==> config.mk <==
export PLATFORM = sky130hd
export DESIGN_NAME = mul_sequencer_flat
export DESIGN_NICKNAME = d
export VERILOG_FILES = /design/src/rtl/mul_sequencer_if.sv /design/src/rtl/mul_sequencer.sv /design/src/flat_wrapper.sv
export SDC_FILE = /design/constraint.sdc
export NUM_CORES = 1
export LEC_CHECK = 0
export CAP_MARGIN = 10
export CORE_MARGIN = 2
export CORE_UTILIZATION = 45
export CTS_CLUSTER_SIZE = 10
export DETAILED_ROUTE_END_ITERATION = 16
export PLACE_DENSITY = 0.81
export SETUP_SLACK_MARGIN = 0.02
export SLEW_MARGIN = 20
export SYNTH_ARGS = -nofsm -noshare
export SYNTH_HDL_FRONTEND = slang
export SYNTH_SLANG_ARGS = --single-unit
==> constraint.sdc <==
create_clock -name clk -period 2.96 [get_ports clk]
set_clock_uncertainty 0.15 [all_clocks]
set_input_delay 0.592 -clock clk [delete_from_list [all_inputs] [get_ports clk]]
set_output_delay 0.592 -clock clk [all_outputs]
set_load 0.02 [all_outputs]
==> src/rtl/mul_sequencer_if.sv <==
// mul_sequencer_if: request/result and shared-ALU signals of the MUL/MLA sequencer.
// Latency: none, wiring only.
// Backpressure: none; the requester observes busy/done, the ALU mux observes alu_own.
interface mul_sequencer_if #(
  parameter int WIDTH = 32
);
  // request side
  logic             start;
  logic             accumulate;
  logic             s_bit;
  logic [WIDTH-1:0] op_a;
  logic [WIDTH-1:0] op_b;
  logic [WIDTH-1:0] acc_in;
  // shared ALU side
  logic [WIDTH-1:0] alu_res;
  logic             alu_own;
  logic [WIDTH-1:0] alu_val_1;
  logic [WIDTH-1:0] alu_val_2;
  logic [3:0]       alu_exec_cmd;
  logic             alu_cin;
  // status and result
  logic             busy;
  logic             done;
  logic [WIDTH-1:0] result;
  logic             flag_n;
  logic             flag_z;
  logic             flag_we;

  // environment: issues requests and closes the ALU loop
  modport master (
    output start, accumulate, s_bit, op_a, op_b, acc_in, alu_res,
    input  alu_own, alu_val_1, alu_val_2, alu_exec_cmd, alu_cin,
    input  busy, done, result, flag_n, flag_z, flag_we
  );

  // sequencer
  modport slave (
    input  start, accumulate, s_bit, op_a, op_b, acc_in, alu_res,
    output alu_own, alu_val_1, alu_val_2, alu_exec_cmd, alu_cin,
    output busy, done, result, flag_n, flag_z, flag_we
  );
endinterface

==> src/rtl/mul_sequencer.sv <==
// mul_sequencer: shift-add MUL/MLA using the shared ALU ADD path; low 32 bits of a*b (+acc).
// Latency: done pulses N+1 cycles after an accepted start, N = index of op_b's top set bit + 1 (0 if op_b==0).
// Backpressure: none; start is sampled only in IDLE and dropped otherwise, busy stalls the pipeline.
module mul_sequencer #(
  parameter logic [3:0] ADD_CMD = 4'b0010,
  parameter int         WIDTH   = 32
) (
  input logic            clk,
  input logic            rst,
  mul_sequencer_if.slave bus
);

  typedef enum logic [1:0] {IDLE, ITER, DONE} state_t;

  state_t           state;
  logic [WIDTH-1:0] mcand;
  logic [WIDTH-1:0] mplier;
  logic [WIDTH-1:0] prod;
  logic [WIDTH-1:0] mplier_next;
  logic [WIDTH-1:0] seed;
  logic             s_held;
  logic             busy_r;
  logic             done_r;
  logic             flag_we_r;
  logic             flag_n_r;
  logic             flag_z_r;
  logic [WIDTH-1:0] result_r;

  // Multiplier after this pass; zero means the current pass is the last one.
  assign mplier_next = mplier >> 1;
  // Starting partial product: the accumulator for MLA, zero for MUL.
  assign seed        = bus.accumulate ? bus.acc_in : '0;

  // ALU operands come straight from the partial-product registers.
  assign bus.alu_val_1    = prod;
  assign bus.alu_val_2    = mplier[0] ? mcand : '0;
  assign bus.alu_exec_cmd = ADD_CMD;
  assign bus.alu_cin      = 1'b0;

  // One register backs both busy and alu_own so they can never disagree.
  assign bus.alu_own = busy_r;
  assign bus.busy    = busy_r;
  assign bus.done    = done_r;
  assign bus.result  = result_r;
  assign bus.flag_n  = flag_n_r;
  assign bus.flag_z  = flag_z_r;
  assign bus.flag_we = flag_we_r;

  // Sequencer FSM: accept in IDLE, one ALU add per ITER cycle, one-cycle DONE with result/flags.
  always_ff @(posedge clk or negedge rst) begin
    if (!rst) begin
      state     <= IDLE;
      mcand     <= '0;
      mplier    <= '0;
      prod      <= '0;
      s_held    <= 1'b0;
      busy_r    <= 1'b0;
      done_r    <= 1'b0;
      flag_we_r <= 1'b0;
      flag_n_r  <= 1'b0;
      flag_z_r  <= 1'b0;
      result_r  <= '0;
    end else begin
      done_r    <= 1'b0;
      flag_we_r <= 1'b0;
      case (state)
        IDLE: begin
          if (bus.start) begin
            mcand  <= bus.op_a;
            mplier <= bus.op_b;
            prod   <= seed;
            s_held <= bus.s_bit;
            if (bus.op_b == '0) begin
              // Nothing to add: the product is the seed itself.
              state     <= DONE;
              done_r    <= 1'b1;
              flag_we_r <= bus.s_bit;
              result_r  <= seed;
              flag_n_r  <= seed[WIDTH-1];
              flag_z_r  <= (seed == '0);
            end else begin
              state  <= ITER;
              busy_r <= 1'b1;
            end
          end
        end
        ITER: begin
          prod   <= bus.alu_res;
          mcand  <= mcand << 1;
          mplier <= mplier_next;
          if (mplier_next == '0) begin
            // Last pass: publish the ALU sum directly so result is valid alongside done.
            state     <= DONE;
            busy_r    <= 1'b0;
            done_r    <= 1'b1;
            flag_we_r <= s_held;
            result_r  <= bus.alu_res;
            flag_n_r  <= bus.alu_res[WIDTH-1];
            flag_z_r  <= (bus.alu_res == '0);
          end
        end
        DONE: begin
          state <= IDLE;
        end
        default: begin
          state  <= IDLE;
          busy_r <= 1'b0;
        end
      endcase
    end
  end

endmodule

==> src/flat_wrapper.sv <==
// flat-port wrapper written by rule: the top's interface ports become plain ports
module mul_sequencer_flat 
#(
  parameter logic [3:0] ADD_CMD = 4'b0010,
  parameter int         WIDTH   = 32
)
  (clk, rst, bus_start, bus_accumulate, bus_s_bit, bus_op_a, bus_op_b, bus_acc_in, bus_alu_res, bus_alu_own, bus_alu_val_1, bus_alu_val_2, bus_alu_exec_cmd, bus_alu_cin, bus_busy, bus_done, bus_result, bus_flag_n, bus_flag_z, bus_flag_we);
  mul_sequencer_if #(.WIDTH(WIDTH)) bus_i ();
  input logic clk;
  input logic rst;
  input wire logic [$bits(bus_i.start)-1:0] bus_start;
  input wire logic [$bits(bus_i.accumulate)-1:0] bus_accumulate;
  input wire logic [$bits(bus_i.s_bit)-1:0] bus_s_bit;
  input wire logic [$bits(bus_i.op_a)-1:0] bus_op_a;
  input wire logic [$bits(bus_i.op_b)-1:0] bus_op_b;
  input wire logic [$bits(bus_i.acc_in)-1:0] bus_acc_in;
  input wire logic [$bits(bus_i.alu_res)-1:0] bus_alu_res;
  output wire logic [$bits(bus_i.alu_own)-1:0] bus_alu_own;
  output wire logic [$bits(bus_i.alu_val_1)-1:0] bus_alu_val_1;
  output wire logic [$bits(bus_i.alu_val_2)-1:0] bus_alu_val_2;
  output wire logic [$bits(bus_i.alu_exec_cmd)-1:0] bus_alu_exec_cmd;
  output wire logic [$bits(bus_i.alu_cin)-1:0] bus_alu_cin;
  output wire logic [$bits(bus_i.busy)-1:0] bus_busy;
  output wire logic [$bits(bus_i.done)-1:0] bus_done;
  output wire logic [$bits(bus_i.result)-1:0] bus_result;
  output wire logic [$bits(bus_i.flag_n)-1:0] bus_flag_n;
  output wire logic [$bits(bus_i.flag_z)-1:0] bus_flag_z;
  output wire logic [$bits(bus_i.flag_we)-1:0] bus_flag_we;
  assign bus_i.start = bus_start;
  assign bus_i.accumulate = bus_accumulate;
  assign bus_i.s_bit = bus_s_bit;
  assign bus_i.op_a = bus_op_a;
  assign bus_i.op_b = bus_op_b;
  assign bus_i.acc_in = bus_acc_in;
  assign bus_i.alu_res = bus_alu_res;
  assign bus_alu_own = bus_i.alu_own;
  assign bus_alu_val_1 = bus_i.alu_val_1;
  assign bus_alu_val_2 = bus_i.alu_val_2;
  assign bus_alu_exec_cmd = bus_i.alu_exec_cmd;
  assign bus_alu_cin = bus_i.alu_cin;
  assign bus_busy = bus_i.busy;
  assign bus_done = bus_i.done;
  assign bus_result = bus_i.result;
  assign bus_flag_n = bus_i.flag_n;
  assign bus_flag_z = bus_i.flag_z;
  assign bus_flag_we = bus_i.flag_we;
  mul_sequencer #(.ADD_CMD(ADD_CMD), .WIDTH(WIDTH)) u_core (.clk(clk), .rst(rst), .bus(bus_i));
endmodule
==> flow_metrics.env <==
export IMPL_ant_nets=0
export IMPL_grt_max_degree=75
export IMPL_num_fill_cells=1114
export IMPL_antenna_cells=0
export IMPL_rr_endpoint="u_core.bus.result[19]"
export IMPL_fin_crit_ns=2.58
export IMPL_r2r_start="u_core.mplier[15]"
export IMPL_p_per_area_mw_per_mm2=887
export IMPL_multi_input_area_mm2=0.00288
export IMPL_ys_top_cells_by_area="dfrtp_1 52%, mux2i_1 13%, o21ai_0 6.6%, nand2_1 6.3%, and2_1 3.1%"
export IMPL_synth_area_mm2=0.00656
export IMPL_cts_buffers=17
export IMPL_ys_async_sr_fraction=1.00
export IMPL_slew_headroom=0.563
export IMPL_drt_total_wl_um=18900
export IMPL_whs_ns=0.329
export IMPL_grt_total_usage=0.246
export IMPL_synthSimpleGateAreaFrac=0.170
export IMPL_syn2layout_area_growth_pct=48.7
export IMPL_fmax_ghz=0.388
export IMPL_crit_required_ns=3.12
export IMPL_ys_types=32
export IMPL_place_area_mm2=0.00910
export IMPL_cp_arrival_ns=2.74
export IMPL_drtPass1Iterations=5
export IMPL_startpoint="bus_op_b[9]"
export IMPL_ctsLongestPathBuffers=2
export IMPL_finalSetupTns_ns=0
export IMPL_grt_pass1_wl_um=30200
export IMPL_drive_above_1_share=0.0853
export IMPL_critPathKind="in2reg"
export IMPL_final_seq_area_mm2=0.00338
export IMPL_rows=44
export IMPL_die_w_um=125
export IMPL_hold_path_class="reg2reg"
export IMPL_drtIter0Drc=450
export IMPL_synth_top_area_cell="dfrtp_1"
export IMPL_grt_pass1_vias=5667
export IMPL_coreArea_mm2=0.0144
export IMPL_synth_edf_count=0
export IMPL_max_cap_violations=0
export IMPL_synthAdderAreaFrac=0
export IMPL_synthCells=655
export IMPL_start_kind="primary input"
export IMPL_ys_seq_area_frac=0.515
export IMPL_status="completed"
export IMPL_cts_resized=0
export IMPL_post_cts_setup_buffers=0
export IMPL_layout_nets=1012
export IMPL_cts_tree="built"
export IMPL_wl_per_cell_um=17.6
export IMPL_overflow=0
export IMPL_die_y_um=125
export IMPL_synth_top_area_frac=0.515
export IMPL_p_leak_nw=4.21
export IMPL_yosys_warnings=0
export IMPL_via_count=5695
export IMPL_clock_sinks=135
export IMPL_synth_compound_area_share=0.0902
export IMPL_hold_violations=0
export IMPL_start_util=0.456
export IMPL_worstSetupEndpoint="u_core.bus.result[19]"
export IMPL_pin_count=240
export IMPL_synth_top_family_by_area="multiplexers"
export IMPL_root_buffer="clkbuf_16"
export IMPL_r2r_slack_ns=0.48
export IMPL_slew_violations=0
export IMPL_vias_per_cell=5.30
export IMPL_synth_avg_cell_area_um2=10.0
export IMPL_path_max_fanout=20
export IMPL_synth_seq_cells=135
export IMPL_synth_xor_area_frac=0
export IMPL_fin_ws_ns=0.381
export IMPL_clk_pin_slew_ns=0.06
export IMPL_endpoint_kind="register"
export IMPL_min_path_cells=2
export IMPL_synthTopCellsByCount="135 x dfrtp_1, 110 x nand2_1, 86 x o21ai_0"
export IMPL_worst_pin_slew_ns=0.654
export IMPL_antenna_found_initial=0
export IMPL_worst_ir_drop_vdd_uv=674
export IMPL_dieArea_mm2=0.0156
export IMPL_rsz0062_at_grt="no"
export IMPL_design_area_mm2=0.00976
export IMPL_place_ws_ns=0.0305
export IMPL_setup_violations_final=0
export IMPL_drc=0
export IMPL_synth_most_common_cell="dfrtp_1"
export IMPL_htree_levels=4
export IMPL_clk_latency_ns=0.42
export IMPL_reg2regPathDepth=7
export IMPL_muxShareOfSynthArea=0.172
export IMPL_numPortBuffers=234
export IMPL_dp_hpwl_um=13900
export IMPL_routabilityCongestion=0.969
export IMPL_synth_ff_type="dfrtp_1"
export IMPL_period_share=0.871
## worst min-delay path by stage
| stage | end | slack [ns] | startpoint |
|---|---|---|---|
| 2_1_floorplan | u_core.bus.alu_own | 0.15 | rst |
| 5_1_grt | u_core.bus.alu_val_1[2] | 0.37 | u_core.bus.alu_val_1[2] |
| 6_report | u_core.mcand[31] | 0.33 | u_core.mcand[31] |
| 4_1_cts | u_core.mcand[31] | 0.33 | u_core.mcand[31] |
| 3_5_place_dp | u_core.mcand[31] | 0.32 | u_core.mcand[31] |
| 3_3_place_gp | u_core.bus.alu_val_1[5] | 0.31 | u_core.bus.alu_val_1[5] |
## per-layer routing
| metal | vias up | routed length [µm] | GRT usage | part of all wire |
|---|---|---|---|---|
| li1 | 2720 | - | - | - |
| met1 | 2715 | 7940 | 0.326 | 0.42 |
| met2 | 219 | 9190 | 0.392 | 0.49 |
| met3 | 41 | 1190 | 0.0546 | 0.063 |
| met4 | 0 | 564 | 0.105 | 0.030 |
| met5 | - | 0 | 0 | 0 |
## state kept, by name, indices dropped and copies added (netlist names)
signal	count
u_core.bus.alu_val_1	32
u_core.bus.result	32
u_core.mcand	32
u_core.mplier	32
u_core.state	2
u_core.bus.alu_own	1
u_core.bus.done	1
u_core.bus.flag_we	1
u_core.bus.flag_z	1
u_core.s_held	1
## cells by family after synthesis
group / Yosys count
simple gates: 224
flops: 135
compound gates: 114
mux: 107
buf+inv: 73
other cells: 2
## where the power goes
group,internal (W),total [W],switching (W)
Combinational,0.00160,0.00336,0.00176
Sequential,0.00252,0.00299,0.000461
Clock,0.00150,0.00230,0.000805
## placed cells by master, fill, tap and decap left out, drive strengths merged
master | netlist | layout
clkinv | 0 | 4
clkbuf | 26 | 17
nor3b | 1 | 1
nand2 | 110 | 110
nor2b | 1 | 1
dfrtp | 135 | 135
a31oi | 2 | 2
buf | 22 | 16
o32ai | 1 | 1
dlygate4sd3 | 0 | 1
mux2i | 83 | 83
and4 | 2 | 2
nand4 | 6 | 6
and3 | 21 | 21
clkinvlp | 0 | 3
nand3 | 14 | 14
nor2 | 3 | 3
conb | 2 | 5
bufinv | 0 | 5
or3 | 1 | 1
inv | 25 | 27
nor4 | 31 | 31
nor3 | 1 | 1
a21oi | 23 | 23
a22o | 1 | 1
clkdlybuf4s50 | 0 | 233
o21ai | 87 | 87
or4 | 1 | 1
mux2 | 24 | 24
and2 | 32 | 32
## worst max-delay path, stage by stage
cell             delay [ns]
clkdlybuf4s50_1        0.43
nor4_1                 0.33
and4_1                 0.30
nand4_1                0.19
a21oi_4                0.22
buf_12                 0.20
buf_4                  0.21
mux2i_1                0.24
## cell type report
type,count,area share
Sequential cell,135,0.346
Clock buffer,17,0.0436
Tap cell,184,0.0236
Clock inverter,14,0.0230
Inverter,25,0.00962
Timing Repair Buffer,250,0.259
Multi-Input combinational cell,450,0.295
## per-stage QoR
step           power (W)  utilization  std cells
2_1_floorplan    0.00475            -        658
3_3_place_gp     0.00628        0.633       1043
3_5_place_dp     0.00636        0.633       1043
4_1_cts          0.00872        0.679       1075
5_1_grt          0.00912        0.679       1075
6_report         0.00865        0.679       1075
## what timing repair did
item                       in CTS  in global routing
hold buffers                    1                  0
setup endpoints to repair       0                  0
hold endpoints to repair       52                  0
Power figures use the tool's default switching activity.
